[src/rtl/cdc_req_ctrl.sv]
// cdc_req_ctrl: source-side four-phase req/ack handshake controller for a clock-domain crossing.
// Define CDC_REQ_CTRL_TIMEOUT_EN to add a per-phase timeout with a FLUSH recovery state.
module cdc_req_ctrl #(
    parameter int DATA_W         = 32,
    parameter int TIMEOUT_CYCLES = 1024
) (
    input  logic              clk,
    input  logic              srst,
    input  logic              start,
    input  logic [DATA_W-1:0] data_in,
    input  logic              ack_sync,
    output logic              req,
    output logic [DATA_W-1:0] data_out,
    output logic              busy,
    output logic              done,
    output logic              start_drop,
    output logic              timeout
);
    if (TIMEOUT_CYCLES < 4 || TIMEOUT_CYCLES > 65535) begin : g_bad_timeout
        $error("cdc_req_ctrl: TIMEOUT_CYCLES must be within 4..65535");
    end

`ifdef CDC_REQ_CTRL_TIMEOUT_EN
    typedef enum logic [1:0] {IDLE, REQ_HI, REQ_LO, FLUSH} state_t;
    localparam int CW = $clog2(TIMEOUT_CYCLES + 1);
    localparam logic [CW-1:0] LIMIT = CW'(TIMEOUT_CYCLES - 1);
    logic [CW-1:0] cnt, cnt_nx;
    logic          to_nx;
`else
    typedef enum logic [1:0] {IDLE, REQ_HI, REQ_LO} state_t;
`endif

    state_t            state, state_nx;
    logic              req_nx, busy_nx, done_nx, drop_nx;
    logic [DATA_W-1:0] data_nx;

    // A start is only accepted in IDLE with the previous ack fully returned low.
    always_comb begin
        state_nx = state;
        req_nx   = req;
        busy_nx  = busy;
        data_nx  = data_out;
        done_nx  = 1'b0;
        drop_nx  = start && (state != IDLE || ack_sync);
`ifdef CDC_REQ_CTRL_TIMEOUT_EN
        to_nx    = 1'b0;
`endif
        case (state)
            IDLE:
                if (start && !ack_sync) begin
                    state_nx = REQ_HI;
                    req_nx   = 1'b1;
                    busy_nx  = 1'b1;
                    data_nx  = data_in;
                end
            REQ_HI:
                if (ack_sync) begin
                    state_nx = REQ_LO;
                    req_nx   = 1'b0;
                end
`ifdef CDC_REQ_CTRL_TIMEOUT_EN
                else if (cnt == LIMIT) begin
                    state_nx = FLUSH;
                    req_nx   = 1'b0;
                    to_nx    = 1'b1;
                end
`endif
            REQ_LO:
                if (!ack_sync) begin
                    state_nx = IDLE;
                    busy_nx  = 1'b0;
                    done_nx  = 1'b1;
                end
`ifdef CDC_REQ_CTRL_TIMEOUT_EN
                else if (cnt == LIMIT) begin
                    state_nx = FLUSH;
                    to_nx    = 1'b1;
                end
            FLUSH:
                if (!ack_sync) begin
                    state_nx = IDLE;
                    busy_nx  = 1'b0;
                end
`endif
            default: state_nx = IDLE;
        endcase
    end

    always_ff @(posedge clk) begin
        if (srst) begin
            state      <= IDLE;
            req        <= 1'b0;
            busy       <= 1'b0;
            done       <= 1'b0;
            start_drop <= 1'b0;
            data_out   <= '0;
        end else begin
            state      <= state_nx;
            req        <= req_nx;
            busy       <= busy_nx;
            done       <= done_nx;
            start_drop <= drop_nx;
            data_out   <= data_nx;
        end
    end

`ifdef CDC_REQ_CTRL_TIMEOUT_EN
    // Phase age: restarts on every state change, counts only while waiting on ack.
    assign cnt_nx = (state_nx == state && (state == REQ_HI || state == REQ_LO)) ? cnt + 1'b1 : '0;

    always_ff @(posedge clk) begin
        if (srst) begin
            cnt     <= '0;
            timeout <= 1'b0;
        end else begin
            cnt     <= cnt_nx;
            timeout <= to_nx;
        end
    end
`else
    assign timeout = 1'b0;
`endif
endmodule
[config.mk]
export PLATFORM = sky130hd
export DESIGN_NAME = cdc_req_ctrl
export DESIGN_NICKNAME = d
export VERILOG_FILES = /design/src/rtl/cdc_req_ctrl.sv
export SDC_FILE = /design/constraint.sdc
export NUM_CORES = 1
export LEC_CHECK = 0
export ABC_CLOCK_PERIOD_IN_PS = 1800
export CAP_MARGIN = 5
export CORE_MARGIN = 5
export CORE_UTILIZATION = 44
export CTS_BUF_LIST = sky130_fd_sc_hd__clkbuf_4 sky130_fd_sc_hd__clkbuf_8
export CTS_CLUSTER_SIZE = 28
export DETAILED_ROUTE_END_ITERATION = 10
export PLACE_DENSITY = 0.92
export SLEW_MARGIN = 15
export SYNTH_ARGS = -nofsm -noshare
export SYNTH_HDL_FRONTEND = slang
export SYNTH_SLANG_ARGS = --single-unit
[constraint.sdc]
create_clock -name clk -period 1.8 [get_ports clk]
set_input_delay 0.45 -clock clk [delete_from_list [all_inputs] [get_ports clk]]
set_output_delay 0.45 -clock clk [all_outputs]
set_load 0.03 [all_outputs]
==> insert_results.sql <==
INSERT INTO impl_metrics (metric_group, metric, value, unit) VALUES
('cts', 'cts-resized-gates', '0', ''),
('die', 'num_io_pins', '73', ''),
('hold_path', 'hold-path-endpoint', 'data_out[10]', ''),
('hold_path', 'hold_path_startpoint', 'data_out[10]', ''),
('die', 'floorplan.die_area', '5261', 'um2'),
('pwr', 'comb_power_share', '21.0', '%'),
('die', 'floorplan.rows', '22', ''),
('critical_path', 'critPathLaunchType', 'register', ''),
('run', 'drv_cap', '0', ''),
('place', 'io_buffer_count', '71', ''),
('route', 'post_drt_wl_per_cell', '12.52', 'um'),
('die', 'floorplan.initialDensity', '46.30', '%'),
('critical_path', 'timing.rr.start', 'state[1]', ''),
('yosys', 'syn-num-nets', '202', ''),
('layout', 'area.growth.synth_to_final', '49.60', '%'),
('timing', 'grt_setup_unrepaired', 'false', ''),
('place', 'final_hpwl_from_detailed_placement', '2635', 'um'),
('critical_path', 'regToRegEndpoint', 'data_out[16]', ''),
('die', 'fp.dieW', '72.53', 'um'),
('status', 'outcome', 'finished, final reports clean', ''),
('layout', 'num-fill-cells', '284', ''),
('yosys', 'synth.yosys.seq_area_share', '44.22', '%'),
('critical_path', 'worstPathMaxFanout', '2', ''),
('pwr', 'powerDensity', '739.7', 'nW/um2'),
('global_route', 'grt_pass1_vias', '1314', ''),
('yosys', 'async_reset_ff_share', '0', '%'),
('die', 'fp.coreArea', '3716', 'um2'),
('pwr', 'p_leak', '0.001108', 'uW'),
('global_route', 'grt_pass1_wl', '5761', 'um'),
('yosys', 'synth_seq_cells', '38', ''),
('global_route', 'globalRouteMet3Util', '5.956', '%'),
('yosys', 'yosys.area_share.xor_xnor', '0.5091', '%'),
('pwr', 'fin_total_pwr', '1904', 'uW'),
('global_route', 'global_route.usage.met2', '23.45', '%'),
('pwr', 'internal-power', '1424', 'uW'),
('yosys', 'syn-mean-instance-area', '10.36', 'um2'),
('timing', 'period_share', '97.68', '%'),
('timing', 'fin_ws', '0.04178', 'ns'),
('global_route', 'antenna_found_initial', '0', ''),
('timing', 'timing_hold_violations_final', '0', ''),
('pwr', 'power.share.switching', '25.21', '%'),
('yosys', 'synth_adder_area_share', '0', '%'),
('yosys', 'synth_compound_area_share', '1.382', '%'),
('yosys', 'synthMuxAreaShare', '18.62', '%'),
('yosys', 'synth_enable_flop_cells', '0', ''),
('yosys', 'synth_top_family_by_area', 'simple AND/OR/NAND/NOR gates', ''),
('yosys', 'yosys.area_share.simple', '29.09', '%'),
('route', 'initialDrtViolationCount', '121', ''),
('route', 'viasPerCell', '4.635', ''),
('timing', 'clock_skew', '0.003018', 'ns'),
('timing', 'fmax', '568.8', 'MHz'),
('layout', 'final_core_occ', '69.26', '%'),
('place', 'pre_cts_ws', '-0.1495', 'ns'),
('pwr', 'clock_power_share', '31.2', '%'),
('cts', 'cts.reportedPaths.clkPinSlew', '0.07', 'ns'),
('layout', 'proportion_of_layout_cells_with_a_drive_suffix_above_1', '7.595', '%'),
('critical_path', 'path_class', 'reg2out', ''),
('timing', 'slew_viol_final', '0', ''),
('hold_path', 'worst_hold_path_type', 'reg2reg', ''),
('yosys', 'netlist.top_cell.by_area', 'sky130_fd_sc_hd__dfxtp_1', ''),
('cts', 'clockRootBuffer', 'sky130_fd_sc_hd__clkbuf_8', ''),
('route', 'detail_route.drc_violations', '0', ''),
('timing', 'final-setup-viol-count', '0', ''),
('critical_path', 'cp.required', '1.35', 'ns'),
('global_route', 'grt-ovfl-total', '0', ''),
('cts', 'hold_buffers', '0', ''),
('cts', 'cts_max_path_buffers', '2', ''),
('critical_path', 'timing.reg2reg.worst_path_depth', '3', ''),
('layout', 'num_antenna_cells', '0', ''),
('cts', 'tritoncts', 'yes', ''),
('cts', 'level_count_of_the_clock_h_tree', '2', '');
==> final cells by class <==
| class | count | share of cell area [%] |
|---|---|---|
| repair buffers | 77 | 30.82 |
| flip-flops and latches | 38 | 29.56 |
| clock inverters | 1 | 0.1945 |
| well taps | 48 | 2.333 |
| multi-input cells | 112 | 33.30 |
| inverters | 2 | 0.2917 |
| clock buffers | 7 | 3.500 |
==> layout by cell type (no fill, tap or decap) <==
cell type                          n
sky130_fd_sc_hd__or3b_1            1
sky130_fd_sc_hd__clkinv_2          1
sky130_fd_sc_hd__clkbuf_4          1
sky130_fd_sc_hd__dfxtp_1          38
sky130_fd_sc_hd__nor4_1            1
sky130_fd_sc_hd__a2111oi_2         1
sky130_fd_sc_hd__nor4b_4           1
sky130_fd_sc_hd__or3b_2            1
sky130_fd_sc_hd__inv_1             2
sky130_fd_sc_hd__nor2b_1           1
sky130_fd_sc_hd__xnor2_1           1
sky130_fd_sc_hd__nand2b_1         64
sky130_fd_sc_hd__nor4b_1           1
sky130_fd_sc_hd__conb_1            1
sky130_fd_sc_hd__buf_4             5
sky130_fd_sc_hd__nor3b_1           2
sky130_fd_sc_hd__buf_12            1
sky130_fd_sc_hd__and3b_2           1
sky130_fd_sc_hd__nor3_1            1
sky130_fd_sc_hd__nor2_1            2
sky130_fd_sc_hd__dlymetal6s2s_1   10
sky130_fd_sc_hd__a221oi_1          1
sky130_fd_sc_hd__mux2i_1          32
sky130_fd_sc_hd__clkbuf_8          6
sky130_fd_sc_hd__clkdlybuf4s50_1  61
==> per-layer routing <==
layer	wire length, um	up-vias
met5	0	-
met2	1700	48
li1	-	672
met1	1512	599
met3	342	2
met4	13	0
==> registers in the layout, indices dropped and copies added, names as in the netlist <==
| name | cells |
|---|---|
| data_out | 32 |
| state | 2 |
| busy | 1 |
| done | 1 |
| start_drop | 1 |
| req | 1 |
==> kinds of logic (layout without fill, tap and decap cells) <==
kind of cell | Yosys count | count (layout)
flops | 38 | 38
compound gates | 2 | 2
other cells | 1 | 1
simple gates | 76 | 76
mux | 32 | 32
buf+inv | 16 | 87
xor+xnor | 1 | 1
==> how the worst max path moves through the flow <==
stage	startpoint	slack (ns)	endpoint	depth (start not counted)
floorplan	ack_sync	0.35	data_out[0]	4
global placement	ack_sync	-0.06	data_out[18]	4
CTS	data_out[31]	0.02	data_out[31]	1
global route	data_out[25]	0.001	data_out[25]	1
detailed placement	ack_sync	-0.15	data_out[16]	4
finish	data_out[15]	0.04	data_out[15]	1
==> power groups by stage <==
stage	sequential [uW]	combinational [uW]	clock, uW
detailed placement	931	404	0
floorplan	1010	146	0
finish	911	399	594
global route	918	424	651
global placement	929	398	0
CTS	912	405	613
==> per-stage QoR <==
step                area [um2]  setup TNS, ns
finish                    2574              0
CTS                       2549              0
floorplan                 1720              0
global route              2574              0
detailed placement        2454         -2.377
global placement          2454        -0.9838
Note: power is estimated with default switching activity, not from simulation.
